[src/rtl/match_locator.sv]
// Scans the pooled correlation RAM once per start and reports the first location
// holding the maximum value, plus whether it clears the latched threshold.
module match_locator #(
  parameter int unsigned POOL_W = 62,
  parameter int unsigned POOL_H = 82,
  parameter int unsigned DATA_W = 21,
  parameter int unsigned ADDR_W = 13
) (
  input  logic                     clk,
  input  logic                     reset,
  input  logic                     start,
  input  logic                     src_done,
  input  logic signed [DATA_W-1:0] threshold,
  output logic                     rd_en,
  output logic        [ADDR_W-1:0] rd_addr,
  input  logic signed [DATA_W-1:0] rd_data,
  output logic                     busy,
  output logic                     done,
  output logic signed [DATA_W-1:0] best_val,
  output logic        [ADDR_W-1:0] best_addr,
  output logic        [6:0]        best_row,
  output logic        [5:0]        best_col,
  output logic                     match_found
);

  localparam logic [ADDR_W-1:0] LastAddr = ADDR_W'(POOL_W * POOL_H - 1);
  localparam logic [5:0]        LastCol  = 6'(POOL_W - 1);

  typedef enum logic [2:0] {StIdle, StWaitSrc, StScan, StDrain, StDone} state_e;

  state_e state_q, state_d;

  logic [ADDR_W-1:0]        addr_q;
  logic [6:0]               row_q;
  logic [5:0]               col_q;
  logic                     valid_q;
  logic [ADDR_W-1:0]        tag_addr_q;
  logic [6:0]               tag_row_q;
  logic [5:0]               tag_col_q;
  logic signed [DATA_W-1:0] thr_q;
  logic signed [DATA_W-1:0] best_val_q, best_val_d;
  logic [ADDR_W-1:0]        best_addr_q;
  logic [6:0]               best_row_q;
  logic [5:0]               best_col_q;
  logic                     match_q;

  logic scanning, accept, take;

  always_comb begin
    state_d = state_q;
    case (state_q)
      StIdle, StDone: if (start) state_d = StWaitSrc;
      StWaitSrc:      if (src_done) state_d = StScan;
      StScan:         if (addr_q == LastAddr) state_d = StDrain;
      StDrain:        state_d = StDone;
      default:        state_d = StIdle;
    endcase
  end

  assign scanning = (state_q == StScan);
  assign accept   = start && (state_q == StIdle || state_q == StDone);
  // Address 0 seeds the search; afterwards only a strictly larger value wins.
  assign take       = valid_q && (tag_addr_q == '0 || rd_data > best_val_q);
  assign best_val_d = take ? rd_data : best_val_q;

  assign rd_en       = scanning;
  assign rd_addr     = scanning ? addr_q : '0;
  assign busy        = (state_q == StWaitSrc) || scanning || (state_q == StDrain);
  assign done        = (state_q == StDone);
  assign best_val    = best_val_q;
  assign best_addr   = best_addr_q;
  assign best_row    = best_row_q;
  assign best_col    = best_col_q;
  assign match_found = match_q;

  always_ff @(posedge clk) begin
    if (reset) begin
      state_q     <= StIdle;
      addr_q      <= '0;
      row_q       <= '0;
      col_q       <= '0;
      valid_q     <= 1'b0;
      tag_addr_q  <= '0;
      tag_row_q   <= '0;
      tag_col_q   <= '0;
      thr_q       <= '0;
      best_val_q  <= '0;
      best_addr_q <= '0;
      best_row_q  <= '0;
      best_col_q  <= '0;
      match_q     <= 1'b0;
    end else begin
      state_q    <= state_d;
      valid_q    <= scanning;
      tag_addr_q <= addr_q;
      tag_row_q  <= row_q;
      tag_col_q  <= col_q;

      if (state_q == StWaitSrc) begin
        addr_q <= '0;
        row_q  <= '0;
        col_q  <= '0;
      end else if (scanning && addr_q != LastAddr) begin
        addr_q <= addr_q + ADDR_W'(1);
        if (col_q == LastCol) begin
          col_q <= '0;
          row_q <= row_q + 7'd1;
        end else begin
          col_q <= col_q + 6'd1;
        end
      end

      if (accept) begin
        thr_q       <= threshold;
        best_val_q  <= '0;
        best_addr_q <= '0;
        best_row_q  <= '0;
        best_col_q  <= '0;
        match_q     <= 1'b0;
      end else begin
        if (take) begin
          best_val_q  <= rd_data;
          best_addr_q <= tag_addr_q;
          best_row_q  <= tag_row_q;
          best_col_q  <= tag_col_q;
        end
        // The last sample lands during DRAIN, so compare against the post-update best.
        if (state_q == StDrain) match_q <= (best_val_d >= thr_q);
      end
    end
  end

endmodule
[config.mk]
export PLATFORM = sky130hd
export DESIGN_NAME = match_locator
export DESIGN_NICKNAME = d
export VERILOG_FILES = /design/src/rtl/match_locator.sv
export SDC_FILE = /design/constraint.sdc
export NUM_CORES = 1
export LEC_CHECK = 0
export ABC_AREA = 1
export ABC_CLOCK_PERIOD_IN_PS = 3800
export BUFFER_PORTS_ARGS = -buffer_cell sky130_fd_sc_hd__clkbuf_2
export CAP_MARGIN = 15
export CORE_AREA = 3 3 110 112
export CTS_BUF_LIST = sky130_fd_sc_hd__clkbuf_8 sky130_fd_sc_hd__clkbuf_16
export CTS_CLUSTER_SIZE = 24
export DETAILED_ROUTE_END_ITERATION = 8
export DIE_AREA = 0 0 113 115
export GPL_TIMING_DRIVEN = 0
export PLACE_DENSITY = 0.8
export SLEW_MARGIN = 20
export SYNTH_ARGS = -nofsm -noshare
export SYNTH_HDL_FRONTEND = slang
export SYNTH_SLANG_ARGS = --single-unit
[constraint.sdc]
create_clock -name clk -period 3.8 [get_ports clk]
set_clock_uncertainty 0.15 [all_clocks]
set_input_delay 0.38 -clock clk [delete_from_list [all_inputs] [get_ports clk]]
set_output_delay 0.38 -clock clk [all_outputs]
set_load 0.005 [all_outputs]
# [After elaboration in Yosys (flattened, before gate mapping)]
# Index checks and enable logic that the tools add are counted.
[totals] regBits=125 output_inout_bits=64 latchBits=0 n_memories=0 rom_bits=0 ram_bits=0
[op_classes] div_mod_pow=0 n_eq_ne=10 n_mul=0 shifts=0 bitwise_logic=0 add_sub_neg=3 n_mux=7 n_reduce_logical=14 n_lt_le_gt_ge=2
[op_table] op="$ge 21x21->1" n=1
[op_table] op="$gt 21x21->1" n=1
[op_table] op="$mux 21" n=1
[op_table] op="$add 13x1->13 const B" n=1
[op_table] op="$eq 13x13->1 const B" n=1
[op_table] op="$logic_not 13->1" n=1
[op_table] op="$mux 13" n=1
[op_table] op="$ne 13x13->1 const B" n=1
[op_table] op="$pmux 3 s4" n=1
[op_table] op="$mux 3" n=3
[op_table] op="$add 7x1->7 const B" n=1
[op_table] op="$add 6x1->6 const B" n=1
[op_table] op="$eq 3x2->1 const B" n=2
[op_table] op="$eq 6x6->1 const B" n=1
[op_table] op="$mux 6" n=1
[op_table] op="$reduce_or 2->1" n=3
[op_table] op="$logic_or 1x1->1" n=4
[op_table] op="$ne 2x2->1 const B" n=2
[op_table] op="$eq 3x1->1 const B" n=1
[op_table] op="$eq 3x3->1 const B" n=1
[op_table] op="$logic_and 1x1->1" n=3
[op_table] op="$logic_not 3->1" n=1
[op_table] op="$reduce_and 3->1" n=1
[op_table] op="$ne 2x1->1 const B" n=1
[op_table] op="$reduce_and 2->1" n=1

# [Logic depth before layout (Yosys ltp)]
# Gate-level depths: netlist of the first run.
[logic_depth] depth_word=5 depth_mapped=29

# [Worst setup path before layout of the first run]
# OpenSTA, ideal clock, no wires.
[synth_path] path_type="input port to flip-flop" startpoint="input rd_data[20]" endpoint="register match_q, in the netlist match_found" setup_ns=0.117 cell_stages=25 arrival_ns=2.854 t_required_ns=3.533 setup_slack_ns=0.679 path_cell_list="ha_1 nand2_1 inv_1 nand2_1 nand2_1 a21oi_1 nand3_1 nand2_1 nand3_1 nand2_2 buf_6 buf_6 nand3_1 nand2_1 inv_1 ha_1 nand2_1 nor2_1 nand4_1 inv_1 o211ai_1 nand4_1 nand3_1 nor2_1 nor2_1"
[synth_via] elab_chain_cells=5
[synth_lines] item="start: declaration" line_no="16" text="input logic signed [DATA_W-1:0] rd_data,"
[synth_lines] item="$gt 21x21->1" line_no="63" text="assign take = valid_q && (tag_addr_q == '0 || rd_data > best_val_q);"
[synth_lines] item="$logic_or 1x1->1" line_no="63"
[synth_lines] item="$logic_and 1x1->1" line_no="63"
[synth_lines] item="$mux 21 (*)"
[synth_lines] item="named net best_val_d[20]" line_no="41" text="logic signed [DATA_W-1:0] best_val_q, best_val_d;"
[synth_lines] item="$ge 21x21->1 (*)" line_no="128" text="if (state_q == StDrain) match_q <= (best_val_d >= thr_q);"
[synth_lines] item="end signal: assignment" line_no="128"
[synth_lines] item="end: declaration" line_no="45" text="logic match_q;"
# Mark *: on every way through the listed nets, which the timed path passes. The rest lies on a longest branch.
# A chain may end at the register's enable or synchronous reset.

# [Worst setup path after layout of the first run]
[layout_path] startpoint="register best_val_q[20], in the netlist best_val[20]" endpoint="register match_q, in the netlist match_found"
[layout_via] elab_chain_cells=5
[layout_lines] item="start: declaration" line_no="41"
[layout_lines] item="start signal: assignment" line_no="122" text="best_val_q <= rd_data;"
[layout_lines] item="$gt 21x21->1" line_no="63"
[layout_lines] item="$logic_or 1x1->1" line_no="63"
[layout_lines] item="$logic_and 1x1->1" line_no="63"
[layout_lines] item="$mux 21 (*)"
[layout_lines] item="named net best_val_d[20]" line_no="41"
[layout_lines] item="$ge 21x21->1 (*)" line_no="128"
# Marks and branches as above.

==> flow_summary.toml, run 1 <==
[route]
vias = 5777
ant_nets = 0
drt_first_pass_iters = 4
wl_met3_um = 926
vias_per_cell = 5.050
wl_per_cell_um = 13.44
routed_wl_um = 15380
dr.first_iter.drc_count = 417
wl_met1_um = 7249
dr.max_layer_used = "met4"
drc = 0
wl_met2_um = 7013

[power]
p_int_mw = 3.050
powerDensity_nw_per_um2 = 630.7
vdd_ir_drop_max_v = 0.0003385
p_seq_frac = 0.325
pwr-share-comb = 0.335
power.total_mw = 4.787
power_switching_mw = 1.737
power_frac_clock = 0.339
p_leak_nw = 3.618
swShare = 0.3629

[placed_design]
port_buffers = 109
hpwlAfterDp_um = 11490
place_congestion = 0.8738
place_ws_ps = 64.06

[clock_network]
h-tree-depth = 4
cts.path.max_buffers = 2
postCtsSetupBuffers = 0
cts-root-buf = "clkbuf_16"
clk_pin_slew_worst_paths_ps = 60
post_cts_resized = 0
cts_tree = "yes"
clk_latency_ps = 420
hold_buffers = 0
clock_sinks = 125
numCtsBuffers = 17

[synth]
synth_flop_cell = "dfxtp_1"
seq_area_frac_synth = 0.4035
synth_edf_count = 0
avgSynthCellArea_um2 = 7.212
yosysWarnings = 0
synth_top_area_share = 0.4035
synth-seq-cells = 125
netlist_top_cells_count = "nand2_1, inv_1, dfxtp_1, nor2_1, a21oi_1"
synth_cells = 860
syn_area_um2 = 6202
synthTopCellsByArea = "dfxtp_1, ha_1, nand2_1"
synthMostInstantiatedCell = "nand2_1"
synth.distinct_cells = 31
synthArstFlopShare = 0
syn-num-nets = 952
synth_top_area_cell = "dfxtp_1"

[cells_and_area]
multiInputGateArea_um2 = 2999
layout-drive-gt1-share = 0.1768
area_delta_synth_final_pct = 22.37
layout.nets = 1080
final_util = 0.6704
fill_cells = 953
n_antenna_cell = 0
seqCellArea_um2 = 2502

[global_route]
grt_overflow = 0
grt_pass1_vias = 5326
grt_pass1_wl_um = 24970
grt.total_usage = 0.2388
grt_max_degree = 17
antenna_found_initial = 0

[sta]
fmax_ghz = 0.2836
period_share = 0.9280
fin_ws_ps = 273.6
slew_viol_final = 0
setup_tns_ps = 0
slew_headroom = 0.6338
hold_viol = 0
min_period_ps = 3526
setup_violations = 0
worstMarginPinSlew_ps = 549.4

[floorplanning]
die_h_um = 115
core_um2 = 11320
core.rowCount = 39
fp.dieW_um = 113
fp.dieArea_um2 = 13000
pin_count = 110
start_util = 0.5479

[critical_path]
timing.rr.end = "match_found"
critical_path_class = "flip-flop to flip-flop"
crit_fanout = 10
cp-start-kind = "flip-flop"
crit_arrival_ps = 3690
rr_worst_depth = 25
rr_startpoint = "best_val[20]"
rrSetupSlack_ps = 270
critPathRequiredTime_ps = 3960
end_kind = "flip-flop"

[worst_hold_path]
holdPathStages = 3
whs_endpoint = "thr_q[0]"
min_from = "threshold[0]"
hold_class = "input port to flip-flop"

[run_status]
status = "complete, no violations"

[run]
drv_cap = 0
## layer usage
layer,GRT usage,vias to the layer above
met3,0.05684,16
met2,0.3795,154
met5,0,-
li1,-,2979
met1,0.3229,2628
met4,0.07612,0
## power by group through the flow
stage / sequential (mW) / clock (mW) / combinational, mW
finish: 1.56 / 1.62 / 1.61
global route: 1.57 / 1.70 / 1.83
CTS: 1.55 / 1.64 / 1.55
detailed placement: 1.58 / 0 / 1.53
global placement: 1.58 / 0 / 1.49
floorplan: 1.57 / 0 / 1.10
## final cells by class
type,instances,area share
multi-input combinational,551,0.3952
sequential,125,0.3297
inverter,148,0.07319
timing repair buffer,109,0.07188
clock buffer,18,0.05786
buffer,36,0.02753
tap,143,0.02357
clock inverter,14,0.02110
## stage by stage
| step | hold WS [ps] | std cells | instance area, µm² |
|---|---|---|---|
| floorplan | 273.8 | 860 | 6202 |
| global placement | 298.9 | 1112 | 6927 |
| detailed placement | 303.5 | 1112 | 6927 |
| CTS | 50.70 | 1144 | 7526 |
| global route | 97.89 | 1144 | 7590 |
| finish | 59.08 | 1144 | 7590 |
## cells by family (layout without fill, tap and decap cells)
logic type | Yosys count | count (layout) | synth area share
AND/OR/NAND/NOR | 371 | 371 | 0.2671
buffers and inverters | 184 | 325 | 0.1218
AO/OA/AOI/OAI | 127 | 127 | 0.1049
flip-flops | 125 | 125 | 0.4035
adder cells (fa/ha/maj) | 46 | 46 | 0.09280
XOR/XNOR | 7 | 7 | 0.009885
## how the worst max path moves through the flow
stage                            start           to  cells after the start
after floorplan            rd_data[20]  match_found                     25
final                     best_val[20]  match_found                     25
after CTS                 best_val[20]  match_found                     25
after global routing      best_val[20]  match_found                     24
after detailed placement   rd_data[20]  match_found                     26
after global placement     rd_data[20]  match_found                     26
## registers in the layout, indices dropped and copies added (netlist names)
name / cells
best_val: 21
thr_q: 21
addr_q: 13
best_addr: 13
tag_addr_q: 13
best_row: 7
row_q: 7
tag_row_q: 7
best_col: 6
col_q: 6
tag_col_q: 6
state_q: 3
match_found: 1
valid_q: 1
## worst max-delay path, stage by stage, from the launching register on
cell and delay, ps:
dfxtp_1 340, inv_1 80, ha_4 290, nand2_1 80, nor2_2 120, nand2_1 90, nor2_1 110, nand2_1 70
nand4_1 110, nand3_2 110, nand2_2 90, buf_8 150, buf_6 150, nand3_1 80, nand2_1 120, inv_1 80
ha_4 280, nand2_1 90, nor2_4 160, nand4_1 100, inv_1 90, o211ai_1 110, nand4_1 110, nand3_1 100
nor2_1 100, nor2_1 40
## layout by cell type (no fill, tap or decap), types with 2 or more instances in the layout
master / synthesis / routed
nor3_2: 2 / 2
nand3_1: 36 / 35
nand3b_1: 25 / 25
xor2_1: 7 / 7
nor3_1: 11 / 11
ha_1: 46 / 44
a21oi_1: 82 / 80
nor2_2: 3 / 5
clkbuf_4: 0 / 2
ha_4: 0 / 2
buf_2: 4 / 2
and3_1: 3 / 3
clkbuf_16: 0 / 17
buf_6: 8 / 7
a21oi_2: 0 / 2
nand3_2: 1 / 2
inv_1: 144 / 144
inv_6: 0 / 4
nand2_2: 1 / 3
nand2_1: 151 / 149
o21ai_0: 38 / 37
nor2_1: 116 / 113
nor4_1: 6 / 6
inv_2: 4 / 4
nor2_4: 1 / 2
clkinv_4: 0 / 3
bufinv_16: 0 / 2
o211ai_1: 3 / 3
clkbuf_2: 0 / 109
clkinvlp_4: 0 / 3
nor3b_1: 4 / 4
dfxtp_1: 125 / 125
clkbuf_1: 24 / 24
o21ai_1: 1 / 2
nand4_1: 9 / 9
(Power assumes the default switching activity.)
==> run 2, diff against run 1 <==
--- a/config.mk
+++ b/config.mk
@@ -7,15 +7,15 @@
 export LEC_CHECK = 0
 export ABC_AREA = 1
 export ABC_CLOCK_PERIOD_IN_PS = 3800
-export BUFFER_PORTS_ARGS = -buffer_cell sky130_fd_sc_hd__clkbuf_2
 export CAP_MARGIN = 15
-export CORE_AREA = 3 3 110 112
+export CORE_AREA = 3 3 103 105
 export CTS_BUF_LIST = sky130_fd_sc_hd__clkbuf_8 sky130_fd_sc_hd__clkbuf_16
 export CTS_CLUSTER_SIZE = 24
 export DETAILED_ROUTE_END_ITERATION = 8
-export DIE_AREA = 0 0 113 115
+export DIE_AREA = 0 0 106 108
+export DONT_BUFFER_PORTS = 1
 export GPL_TIMING_DRIVEN = 0
-export PLACE_DENSITY = 0.8
+export PLACE_DENSITY = 0.81
 export SLEW_MARGIN = 20
 export SYNTH_ARGS = -nofsm -noshare
 export SYNTH_HDL_FRONTEND = slang
==> run 2 against run 1 <==
Sequential share of layout area grew 1.1 points; setup slack worse by 120 ps; non-clock buffer count down 74; global-route usage grew 5.7 points; hold slack got worse by 50 ps; maximum frequency shrank 3.4%; total power down 1.4%; register-to-register slack worse by 120 ps; sequential power barely moved; first-iteration DRC count up 4.6%; cell area fell by 3.2%; clock power decreased by 5%; highest routed layer unchanged.
==> flow_summary.toml, run 2 (synthesis results as in run 1) <==
[run_status]
status = "complete, no violations"

[critical_path]
critical_path_class = "flip-flop to flip-flop"
end_kind = "flip-flop"
crit_fanout = 10
critPathRequiredTime_ps = 4060
cp-start-kind = "flip-flop"
crit_arrival_ps = 3910

[sta]
slew_headroom = 0.6254
min_period_ps = 3651
worstMarginPinSlew_ps = 561.4
hold_viol = 0
hold_ws_ps = 8.662
slew_viol_final = 0
fmax_ghz = 0.2739
period_share = 0.9607
setup_violations = 0

[route]
vias_per_cell = 5.429
wl_per_cell_um = 15.79
ant_nets = 0
dr.first_iter.drc_count = 436
routed_wl_um = 16740
drt_first_pass_iters = 5
drc = 0
vias = 5755

[global_route]
grt.met1_usage = 0.3715
antenna_found_initial = 1
grtUsageMet3 = 0.08836
grt.total_usage = 0.2961
grt_max_degree = 17
met2_usage = 0.4891
grt_most_used_layer = "met2"
grt_pass1_vias = 5611
grt_overflow = 0
grt_pass1_wl_um = 26720

[clock_network]
numCtsBuffers = 17
h-tree-depth = 4
clock_sinks = 125
cts.path.max_buffers = 2
clk_pin_slew_worst_paths_ps = 60
cts-root-buf = "clkbuf_8"
clk_latency_ps = 530
cts_tree = "yes"

[floorplanning]
die_h_um = 108
fp.dieArea_um2 = 11450
core_um2 = 9729
pin_count = 110
core.rowCount = 36
fp.dieW_um = 106
start_util = 0.6375

[placed_design]
port_buffers = 0
hpwlAfterDp_um = 11650
place_congestion = 0.8846

[cells_and_area]
layout.nets = 1006
final_util = 0.7550
mostFrequentLayoutCells = "nand2_1, inv_1, dfxtp_1"
area_delta_synth_final_pct = 18.44
final_common_cell = "nand2_1"
layout-drive-gt1-share = 0.07235

[power]
p_leak_nw = 3.274
pwr-share-comb = 0.340
swShare = 0.3657
p_int_mw = 2.994
power.total_mw = 4.721
p_seq_frac = 0.334
power_switching_mw = 1.726
vdd_ir_drop_max_v = 0.0004344
power_frac_clock = 0.326
powerDensity_nw_per_um2 = 642.6

[worst_hold_path]
hold_class = "input port to flip-flop"

[run]
drv_cap = 0
==> run 2: cell types whose count changed in the layout (fill, tap and decap cells not counted), moves of 2 or more <==
cell and delta:
clkinv_2 +2, inv_1 +2, nand2_2 +2, nand2_1 -2, dlygate4sd3_1 +34, clkbuf_8 +2, clkbuf_2 -109, inv_6 -4
==> run 2: power by group through the flow <==
| stage | registers [mW] | logic (mW) | clock network (mW) |
|---|---|---|---|
| floorplan | 1.57 | 1.10 | 0 |
| global placement | 1.59 | 1.37 | 0 |
| detailed placement | 1.60 | 1.42 | 0 |
| CTS | 1.57 | 1.48 | 1.54 |
| global route | 1.59 | 1.82 | 1.60 |
| finish | 1.58 | 1.61 | 1.54 |
==> run 2: what timing repair did <==
action,CTS,global route
hold endpoints to repair,39,0
gates resized for setup,0,16
buffers inserted,0,1
hold buffers,34,0
setup endpoints to repair,0,1
==> run 2: final cells by class <==
type                    instances  area (µm²)
flip-flops and latches        125        2504
clock buffers                  19       441.7
well taps                     133       166.4
plain buffers                  36       209.0
clock inverters                12       123.9
inverters                     148       555.5
multi-input cells             551        2995
repair buffers                 35       347.8
diodes                          1       2.502
fillers                       738        2384
==> run 2: metrics by stage <==
stage,cells,worst slack (ps),setup TNS (ps),cell area (µm²)
finish,1060,149.4,0,7346
global route,1060,-67.34,-67.34,7346
global placement,993,226.5,0,6369
floorplan,860,678.6,0,6202
CTS,1058,72.87,0,7274
detailed placement,993,161.7,0,6369
==> run 2: final timing paths <==
path	end	start	depth (start not counted)	slack, ps
hold reg to reg	thr_q[19]	thr_q[19]	2	310
setup / recovery	match_found	best_val[20]	25	150
hold / removal	best_val[3]	rd_data[3]	4	9
setup reg to reg	match_found	best_val[20]	25	150
==> run 2: routing by layer <==
metal / share of wire / routed length (µm)
met2: 0.47 / 7800
met1: 0.42 / 6981
met4: 0.027 / 455
met5: 0 / 0
met3: 0.089 / 1497
==> run 2: critical path: stages (launching register included) <==
cell	delay, ps
dfxtp_1	350
inv_1	80
ha_4	290
nand2_1	70
nor2_2	120
nand2_1	80
nor2_1	110
nand2_1	80
nand4_1	110
nand3_1	120
nand2_2	110
buf_8	160
buf_6	150
nand3_1	80
nand2_1	130
inv_1	120
ha_4	310
nand2_1	110
nor2_4	140
nand4_1	100
inv_1	90
o211ai_1	130
nand4_1	120
nand3_1	90
nor2_1	90
nor2_1	40
